--- config.mk ---
export PLATFORM = sky130hd
export DESIGN_NAME = pipe_hazard_ctrl
export DESIGN_NICKNAME = d
export VERILOG_FILES = /design/src/rtl/pipe_hazard_ctrl_pkg.sv /design/src/rtl/pipe_hazard_ctrl_fwd_unit.sv /design/src/rtl/pipe_hazard_ctrl.sv
export SDC_FILE = /design/constraint.sdc
export NUM_CORES = 1
export LEC_CHECK = 0
export ABC_CLOCK_PERIOD_IN_PS = 3500
export CORE_MARGIN = 5
export CORE_UTILIZATION = 35
export DETAILED_ROUTE_END_ITERATION = 6
export PLACE_DENSITY_LB_ADDON = 0.15
export SYNTH_ARGS = -nofsm -noshare
export SYNTH_HDL_FRONTEND = slang
export SYNTH_SLANG_ARGS = --single-unit
export TNS_END_PERCENT = 5
--- constraint.sdc ---
create_clock -name i_CLK -period 3.5 [get_ports i_CLK]
set_input_delay 1.05 -clock i_CLK [delete_from_list [all_inputs] [get_ports i_CLK]]
set_output_delay 1.05 -clock i_CLK [all_outputs]
set_load 0.005 [all_outputs]
--- src/rtl/pipe_hazard_ctrl_pkg.sv ---
// Shared encodings for the pipeline hazard controller: FSM states and
// E-stage operand forward selects.
package pipe_hazard_ctrl_pkg;

  typedef enum logic [1:0] {
    StRun     = 2'd0,
    StMemWait = 2'd1,
    StErr     = 2'd2
  } state_e;

  typedef logic [1:0] fwd_sel_t;

  localparam fwd_sel_t FWD_RF  = 2'b00;
  localparam fwd_sel_t FWD_WB  = 2'b01;
  localparam fwd_sel_t FWD_MEM = 2'b10;

endpackage

--- src/rtl/pipe_hazard_ctrl_fwd_unit.sv ---
// Combinational forwarding comparators for the D-stage branch compare and
// the E-stage ALU operands. Register 0 is never forwarded.
module pipe_hazard_ctrl_fwd_unit
  import pipe_hazard_ctrl_pkg::*;
#(
  parameter int unsigned AddrWidth = 5
) (
  input  logic [AddrWidth-1:0] rs_d,
  input  logic [AddrWidth-1:0] rt_d,
  input  logic [AddrWidth-1:0] rs_e,
  input  logic [AddrWidth-1:0] rt_e,
  input  logic [AddrWidth-1:0] write_reg_m,
  input  logic [AddrWidth-1:0] write_reg_w,
  input  logic                 reg_write_m,
  input  logic                 reg_write_w,
  output fwd_sel_t             fwd_a_e,
  output fwd_sel_t             fwd_b_e,
  output logic                 fwd_a_d,
  output logic                 fwd_b_d
);

  logic m_ok, w_ok;

  assign m_ok = reg_write_m && (write_reg_m != '0);
  assign w_ok = reg_write_w && (write_reg_w != '0);

  // M has priority over W: it holds the younger result.
  always_comb begin
    fwd_a_e = FWD_RF;
    if (m_ok && (write_reg_m == rs_e))      fwd_a_e = FWD_MEM;
    else if (w_ok && (write_reg_w == rs_e)) fwd_a_e = FWD_WB;

    fwd_b_e = FWD_RF;
    if (m_ok && (write_reg_m == rt_e))      fwd_b_e = FWD_MEM;
    else if (w_ok && (write_reg_w == rt_e)) fwd_b_e = FWD_WB;
  end

  assign fwd_a_d = m_ok && (write_reg_m == rs_d);
  assign fwd_b_d = m_ok && (write_reg_m == rt_d);

endmodule

--- src/rtl/pipe_hazard_ctrl.sv ---
// Hazard/stall controller for the 5-stage pipeline: forwarding, load-use and
// branch stalls, variable-latency data-memory wait with timeout, stall counter.
module pipe_hazard_ctrl
  import pipe_hazard_ctrl_pkg::*;
#(
  parameter int unsigned RF_ADDR_WIDTH  = 5,
  parameter int unsigned TIMEOUT_CYCLES = 255,
  parameter int unsigned TMO_WIDTH      = 8,
  parameter int unsigned CNT_WIDTH      = 16
) (
  input  logic                     i_CLK,
  input  logic                     i_RST,
  input  logic [RF_ADDR_WIDTH-1:0] i_RsD,
  input  logic [RF_ADDR_WIDTH-1:0] i_RtD,
  input  logic [RF_ADDR_WIDTH-1:0] i_RsE,
  input  logic [RF_ADDR_WIDTH-1:0] i_RtE,
  input  logic [RF_ADDR_WIDTH-1:0] i_WriteRegE,
  input  logic [RF_ADDR_WIDTH-1:0] i_WriteRegM,
  input  logic [RF_ADDR_WIDTH-1:0] i_WriteRegW,
  input  logic                     i_RegWriteE,
  input  logic                     i_RegWriteM,
  input  logic                     i_RegWriteW,
  input  logic                     i_MemtoRegE,
  input  logic                     i_MemtoRegM,
  input  logic                     i_BranchD,
  input  logic                     i_JrD,
  input  logic                     i_PCSrcD,
  input  logic                     i_MemOpM,
  input  logic                     i_MemReady,
  output logic                     o_StallF,
  output logic                     o_StallD,
  output logic                     o_StallE,
  output logic                     o_StallM,
  output logic                     o_FlushD,
  output logic                     o_FlushE,
  output logic                     o_FlushW,
  output logic                     o_ForwardAD,
  output logic                     o_ForwardBD,
  output logic [1:0]               o_ForwardAE,
  output logic [1:0]               o_ForwardBE,
  output logic                     o_MemReq,
  output logic                     o_MemErr,
  output logic [CNT_WIDTH-1:0]     o_StallCnt
);

  state_e               state_q;
  logic [TMO_WIDTH-1:0] wait_cnt_q;
  logic                 mem_err_q;
  logic [CNT_WIDTH-1:0] stall_cnt_q;

  fwd_sel_t fwd_ae, fwd_be;
  logic     fwd_ad, fwd_bd;
  logic     lwstall, brstall, memstall, e_hit, m_hit;

  pipe_hazard_ctrl_fwd_unit #(
    .AddrWidth(RF_ADDR_WIDTH)
  ) u_fwd_unit (
    .rs_d       (i_RsD),
    .rt_d       (i_RtD),
    .rs_e       (i_RsE),
    .rt_e       (i_RtE),
    .write_reg_m(i_WriteRegM),
    .write_reg_w(i_WriteRegW),
    .reg_write_m(i_RegWriteM),
    .reg_write_w(i_RegWriteW),
    .fwd_a_e    (fwd_ae),
    .fwd_b_e    (fwd_be),
    .fwd_a_d    (fwd_ad),
    .fwd_b_d    (fwd_bd)
  );

  assign lwstall = i_MemtoRegE && (i_WriteRegE != '0) &&
                   ((i_WriteRegE == i_RsD) || (i_WriteRegE == i_RtD));

  // JR reads only Rs; a conditional branch compares Rs and Rt.
  assign e_hit = i_RegWriteE && (i_WriteRegE != '0) &&
                 ((i_WriteRegE == i_RsD) || (i_BranchD && (i_WriteRegE == i_RtD)));
  assign m_hit = i_MemtoRegM && (i_WriteRegM != '0) &&
                 ((i_WriteRegM == i_RsD) || (i_BranchD && (i_WriteRegM == i_RtD)));
  assign brstall = (i_BranchD || i_JrD) && (e_hit || m_hit);

  assign memstall = i_MemOpM && !i_MemReady && (state_q != StErr);

  always_comb begin
    o_StallF    = 1'b0;
    o_StallD    = 1'b0;
    o_StallE    = 1'b0;
    o_StallM    = 1'b0;
    o_FlushD    = 1'b0;
    o_FlushE    = 1'b0;
    o_FlushW    = 1'b0;
    o_ForwardAD = 1'b0;
    o_ForwardBD = 1'b0;
    o_ForwardAE = FWD_RF;
    o_ForwardBE = FWD_RF;
    o_MemReq    = 1'b0;
    if (i_RST) begin
      o_ForwardAD = fwd_ad;
      o_ForwardBD = fwd_bd;
      o_ForwardAE = fwd_ae;
      o_ForwardBE = fwd_be;
      o_MemReq    = i_MemOpM && (state_q != StErr);
      // Memory wait freezes the whole pipe and masks the younger hazards.
      if (memstall || (state_q == StErr)) begin
        o_StallF = 1'b1;
        o_StallD = 1'b1;
        o_StallE = 1'b1;
        o_StallM = 1'b1;
        o_FlushW = 1'b1;
      end else if (lwstall || brstall) begin
        o_StallF = 1'b1;
        o_StallD = 1'b1;
        o_FlushE = 1'b1;
      end else begin
        o_FlushD = i_PCSrcD;
      end
    end
  end

  always_ff @(posedge i_CLK) begin
    if (!i_RST) begin
      state_q     <= StRun;
      wait_cnt_q  <= '0;
      mem_err_q   <= 1'b0;
      stall_cnt_q <= '0;
    end else begin
      if (o_StallF && (stall_cnt_q != '1)) stall_cnt_q <= stall_cnt_q + 1'b1;
      unique case (state_q)
        StRun: begin
          wait_cnt_q <= '0;
          if (memstall) state_q <= StMemWait;
        end
        StMemWait: begin
          if (!memstall) begin
            state_q    <= StRun;
            wait_cnt_q <= '0;
          end else if (wait_cnt_q + 1'b1 == TMO_WIDTH'(TIMEOUT_CYCLES)) begin
            state_q   <= StErr;
            mem_err_q <= 1'b1;
          end else begin
            wait_cnt_q <= wait_cnt_q + 1'b1;
          end
        end
        StErr:   mem_err_q <= 1'b1;
        default: state_q   <= StRun;
      endcase
    end
  end

  assign o_MemErr   = mem_err_q;
  assign o_StallCnt = stall_cnt_q;

endmodule

==> results.json, run 1 <==
{
  "setup_tns_ns": 0,
  "routed_wl_um": 6160,
  "ant_nets": 0,
  "fin_util_pct": 56.8,
  "die_x_um": 87.1,
  "crit_path_start": "i_RtE[1]",
  "drive_above_1_share_pct": 24.7,
  "period_needed_ns": 3.48,
  "cts.sinks": 27,
  "dp_hpwl_um": 4710,
  "ios": 78,
  "antenna_cells": 0,
  "final_nets": 420,
  "cellPowerDensity_nw_per_um2": 213,
  "numCtsBuffers": 3,
  "placedCellCount": 431,
  "coreArea_um2": 5850,
  "ir_drop_mv": 0.132,
  "grt_max_degree": 29,
  "initial_core_util_pct": 35.6,
  "setup_viol_count_final": 0,
  "mostFrequentLayoutCells": "buf_4 (33), clkdlybuf4s50_1 (27), dfxtp_1 (27), dlygate4sd2_1 (24), xor2_1 (22)",
  "cts-hold-fix-buffers": 0,
  "post-place-ws_ns": -0.665,
  "clockBufferDepth": 2,
  "ys_warn_count": 0,
  "antenna_found_initial": 0,
  "drv_cap": 0,
  "hold_class": "flop to flop",
  "clock_latency_ns": 0.27,
  "outcome": "finished clean",
  "wire_per_inst_um": 13.9,
  "timing.final.ws_setup_ns": 0.0204,
  "numPortBuffers": 77,
  "final_common_cell": "buf_4",
  "critPathLaunchType": "primary input",
  "root_buffer": "clkbuf_8",
  "timing.rr.start": "wait_cnt_q[1]",
  "hold_viol": 0,
  "worst_pin_slew_ns": 0.627,
  "crit_type": "primary input to output port",
  "cts_htree_levels": 1,
  "avgSynthCellArea_um2": 7.88,
  "min-delay-start": "o_MemErr",
  "grt_overflow": 0,
  "drtIter0Drc": 48,
  "num_rows": 28,
  "vias": 2285,
  "power_uw": 708,
  "grt_pass1_vias": 2241,
  "required_ns": 2.45,
  "rsz0062_at_grt": "yes",
  "fmax_mhz": 287,
  "synth_seq_cells": 27,
  "finalNonFillerCells": 444,
  "syn_nets": 314,
  "dr.pass1.iters": 4,
  "critPathArrivalTime_ns": 2.43,
  "synth_edf_count": 0,
  "ys_types": 47,
  "ys.flop_type": "dfxtp_1",
  "die_area_um2": 7590,
  "viasPerCell": 5.15,
  "timing.slew.headroom_pct": 57.9,
  "crit_fanout": 2,
  "syn_area_um2": 2080,
  "cts.clk_slew.worst_paths_ns": 0.09,
  "finalClockSkew_ns": 0.00720,
  "crit_path_end_kind": "output port",
  "yosysSeqAreaShare_pct": 26.0,
  "drc": 0,
  "post-route-period-util_pct": 99.4,
  "synth_cells": 264,
  "die_h_um": 87.1,
  "synthArstFlopShare_pct": 0,
  "synthToLayoutAreaGrowth_pct": 59.6,
  "gp_congestion": 0.861,
  "cts_tree": "built",
  "finalMaxSlewViolations": 0,
  "gr-usage-all-layers_pct": 16.1,
  "leakagePower_nw": 1.33,
  "grt_pass1_wl_um": 9960
}
## logic make-up after synthesis
family | count (synthesis) | share of synthesized area [%]
AO/OA/AOI/OAI | 57 | 18.8
XOR/XNOR | 44 | 18.5
adder cells (fa/ha/maj) | 3 | 1.80
buffers and inverters | 25 | 6.19
flip-flops | 27 | 26.0
multiplexers | 2 | 0.962
AND/OR/NAND/NOR | 106 | 27.7
## cell type report
type / count / area, um^2
Timing Repair Buffer: 119 / 1050
Tap cell: 75 / 93.8
Multi-Input combinational cell: 212 / 1560
Clock buffer: 3 / 41.3
Fill cell: 567 / 2530
Sequential cell: 27 / 541
Clock inverter: 1 / 5.00
Inverter: 7 / 26.3
## repair_timing
action | 4_1_cts | 5_1_grt
pin swaps | 23 | 13
setup buffers | 7 | 2
endpoints found under the setup margin | 14 | 12
resized for setup | 106 | 25
hold endpoints to repair | 0 | 0
## cells in the mapped netlist (all sizes together) (2+ instances only)
master  instances  share of area [%]
dfxtp          27                 26
or4            12                4.3
nand2          18                3.2
o221a           2                1.5
and3            6                1.8
ha              3                1.8
o21ai           7                1.7
nor2           15                2.7
nand3          18                4.3
mux2i           2               0.96
and2            3               0.90
xor2           23                9.7
nand4           4                1.2
or3             4                1.2
inv             7                1.3
a21o            2               0.72
nand2b          4                1.2
xnor2          21                8.8
nor2b           2               0.60
nor4            7                2.4
o22ai           3               0.90
o21a            3                1.1
o211ai          2               0.72
buf            12                3.8
o31ai           8                2.9
nand3b          2               0.72
clkbuf          6                1.1
nor3            8                1.9
a21oi          20                4.8
## metrics by stage
stage	hold WS, ns	instance area [um^2]
2_1_floorplan	0.442	2110
3_3_place_gp	0.437	3120
3_5_place_dp	0.439	3120
4_1_cts	0.453	3280
5_1_grt	0.505	3320
6_report	0.449	3320
## power by group
part	internal [mW]	total (mW)	switching (mW)
combinational	0.117	0.216	0.0988
sequential	0.309	0.313	0.00345
clock	0.0797	0.179	0.0989
total	0.507	0.708	0.201
## worst max-delay path, cell delays in order
cell and delay, ns:
clkdlybuf4s50_1 0.51, xor2_1 0.25, nor4_4 0.07, buf_4 0.14, nor4_2 0.25, buf_2 0.15
## final timing paths
path               endpoint  slack [ns]  depth (start not counted)
max          o_ForwardBE[0]        0.02                          6
min                o_MemErr        0.45                          2
max reg2reg   wait_cnt_q[6]        1.15                          8
min reg2reg        o_MemErr        0.45                          2
## routing by layer
metal | global-route usage [%] | share of wire, % | up-vias | routed length, um
met1 | 19.8 | 44 | 1040 | 2690
li1 | - | - | 1177 | -
met3 | 4.07 | 8.1 | 4 | 501
met2 | 28.0 | 47 | 64 | 2910
met5 | 0 | 0 | - | 0
met4 | 3.91 | 0.96 | 0 | 59
## flip-flops by register name, indices dropped and copies added (netlist names)
name	cells
o_StallCnt	16
o_MemErr	1
wait_cnt_q	8
state_q	2
(Power assumes the default switching activity.)
==> inputs of run 2 (changes only) <==
Settings changed: GPL_TIMING_DRIVEN set to 0, PLACE_DENSITY set to 0.65, PLACE_DENSITY_LB_ADDON 0.15 to unset.
==> results.json, run 2 (synthesized netlist as in run 1, its figures left out) <==
{
  "setup_tns_ns": -0.148,
  "synthToLayoutAreaGrowth_pct": 46.0,
  "drv_cap": 0,
  "timing.rr.start": "o_StallCnt[0]",
  "initial_core_util_pct": 35.6,
  "outcome": "complete, but fails checks",
  "antenna_found_initial": 0,
  "wire_per_inst_um": 14.3,
  "p_sw_uw": 193,
  "crit_fanout": 2,
  "final_common_cell": "clkdlybuf4s50_1",
  "cts_htree_levels": 1,
  "cts.sinks": 27,
  "cts.clk_slew.worst_paths_ns": 0.09,
  "setup_viol_count_final": 3,
  "ant_nets": 0,
  "viasPerCell": 5.35,
  "rsz0062_at_grt": "yes",
  "antenna_cells": 0,
  "gr-usage-all-layers_pct": 16.0,
  "drive_above_1_share_pct": 16.6,
  "timing.final.ws_setup_ns": -0.0910,
  "num_rows": 28,
  "cts_tree": "built",
  "critPathArrivalTime_ns": 2.54,
  "power_uw": 680,
  "largest_reg_flops": 16,
  "hold_viol": 0,
  "vias": 2240,
  "coreArea_um2": 5850,
  "fmax_mhz": 278,
  "drc": 0,
  "critPathMaxStageDelay_ns": 0.54,
  "gp_congestion": 0.910,
  "p_sw_share_pct": 28.4,
  "numCtsBuffers": 3,
  "die_h_um": 87.1,
  "grt_max_degree": 19,
  "clock_latency_ns": 0.27,
  "pwr-share-seq_pct": 46.0,
  "post-place-ws_ns": -0.982,
  "clockBufferDepth": 2,
  "leakagePower_nw": 1.17,
  "grt_overflow": 0,
  "cellPowerDensity_nw_per_um2": 224,
  "worst_pin_slew_ns": 0.638,
  "min-delay-start": "o_MemErr",
  "p_int_uw": 487,
  "post-route-period-util_pct": 103,
  "crit_path_start": "i_RegWriteW",
  "pwr-share-comb_pct": 27.3,
  "die_area_um2": 7590,
  "ios": 78,
  "grt_pass1_wl_um": 9960,
  "clockPowerShare_pct": 26.7,
  "critPathSlowestCell": "or4_1",
  "violations": "negative setup slack",
  "crit_type": "primary input to output port",
  "finalClockSkew_ns": 0.00141,
  "dp_hpwl_um": 4720,
  "finalMaxSlewViolations": 0,
  "final_nets": 395,
  "dr.pass1.iters": 4,
  "period_needed_ns": 3.59,
  "numPortBuffers": 71,
  "finalNonFillerCells": 419,
  "placedCellCount": 410,
  "grt_pass1_vias": 2188,
  "root_buffer": "clkbuf_8",
  "die_x_um": 87.1,
  "routed_wl_um": 5980,
  "ir_drop_mv": 0.117,
  "cts-hold-fix-buffers": 0,
  "timing.slew.headroom_pct": 57.1,
  "drtIter0Drc": 103,
  "cp_cell_sequence": "clkdlybuf4s50_1, o211ai_1, or4_1, nor4_2, buf_2",
  "hold_class": "flop to flop",
  "mostFrequentLayoutCells": "clkdlybuf4s50_1 (29), dfxtp_1 (27), dlygate4sd2_1 (24), xor2_1 (23), xnor2_1 (21)",
  "required_ns": 2.45,
  "fin_util_pct": 51.9,
  "critPathLaunchType": "primary input",
  "crit_path_end_kind": "output port"
}
## run 2: cell count changes in the layout (fill, tap and decap cells not counted), moves of 2 or more
cell,before,now
buf_2,7,10
dlymetal6s2s_1,5,2
nor2_2,3,1
buf_4,33,11
clkdlybuf4s50_1,27,29
clkbuf_1,0,4
nor4_2,2,4
clkdlybuf4s15_2,5,1
buf_6,8,5
nor4_4,3,1
## run 2: power by group through the flow
| stage | Clock (mW) | Combinational, mW | Sequential (mW) |
|---|---|---|---|
| finish | 0.182 | 0.186 | 0.313 |
| CTS | 0.188 | 0.185 | 0.313 |
| global route | 0.202 | 0.204 | 0.313 |
| floorplan | 0 | 0.0906 | 0.319 |
| detailed placement | 0 | 0.182 | 0.320 |
| global placement | 0 | 0.179 | 0.320 |
## run 2: path summary, 6_finish.rpt
kind	endpoint	slack, ns	depth (start not counted)
setup / recovery	o_ForwardBE[0]	-0.09	5
hold / removal	o_MemErr	0.45	2
setup reg to reg	o_StallCnt[9]	1.11	7
hold reg to reg	o_MemErr	0.45	2
## run 2: final cells by class
cell class                      instances  area, um^2
Fill cell                             568        2810
Multi-Input combinational cell        212        1520
Timing Repair Buffer                   77         696
Sequential cell                        27         541
Buffer                                 17         116
Tap cell                               75        93.8
Clock buffer                            4        45.0
Inverter                                7        26.3
## run 2: per-stage QoR
stage	instance area, um^2	hold slack, ns
2_1_floorplan	2110	0.442
6_report	3040	0.451
5_1_grt	3040	0.486
3_5_place_dp	2910	0.443
4_1_cts	3010	0.458
3_3_place_gp	2910	0.443
## run 2: repair_timing
action | CTS | global route
setup buffers | 4 | 2
resized for setup | 89 | 14
endpoints found under the setup margin | 14 | 11
pin swaps | 18 | 16
## run 2: layer usage
metal  share of wire (%)  track usage (%)  up-vias
li1                    -                -     1117
met1                  42             20.4     1030
met2                  48             26.6       86
met3                 8.5             3.41        7
met4                 1.7             5.44        0
met5                   0                0        -
## run 2: critical path, delay by kind of cell
kind,cells,cell delay (ns)
buffers and inverters,2,0.62
AOI/OAI and AO/OA,1,0.09
and+or+nand+nor,2,0.78
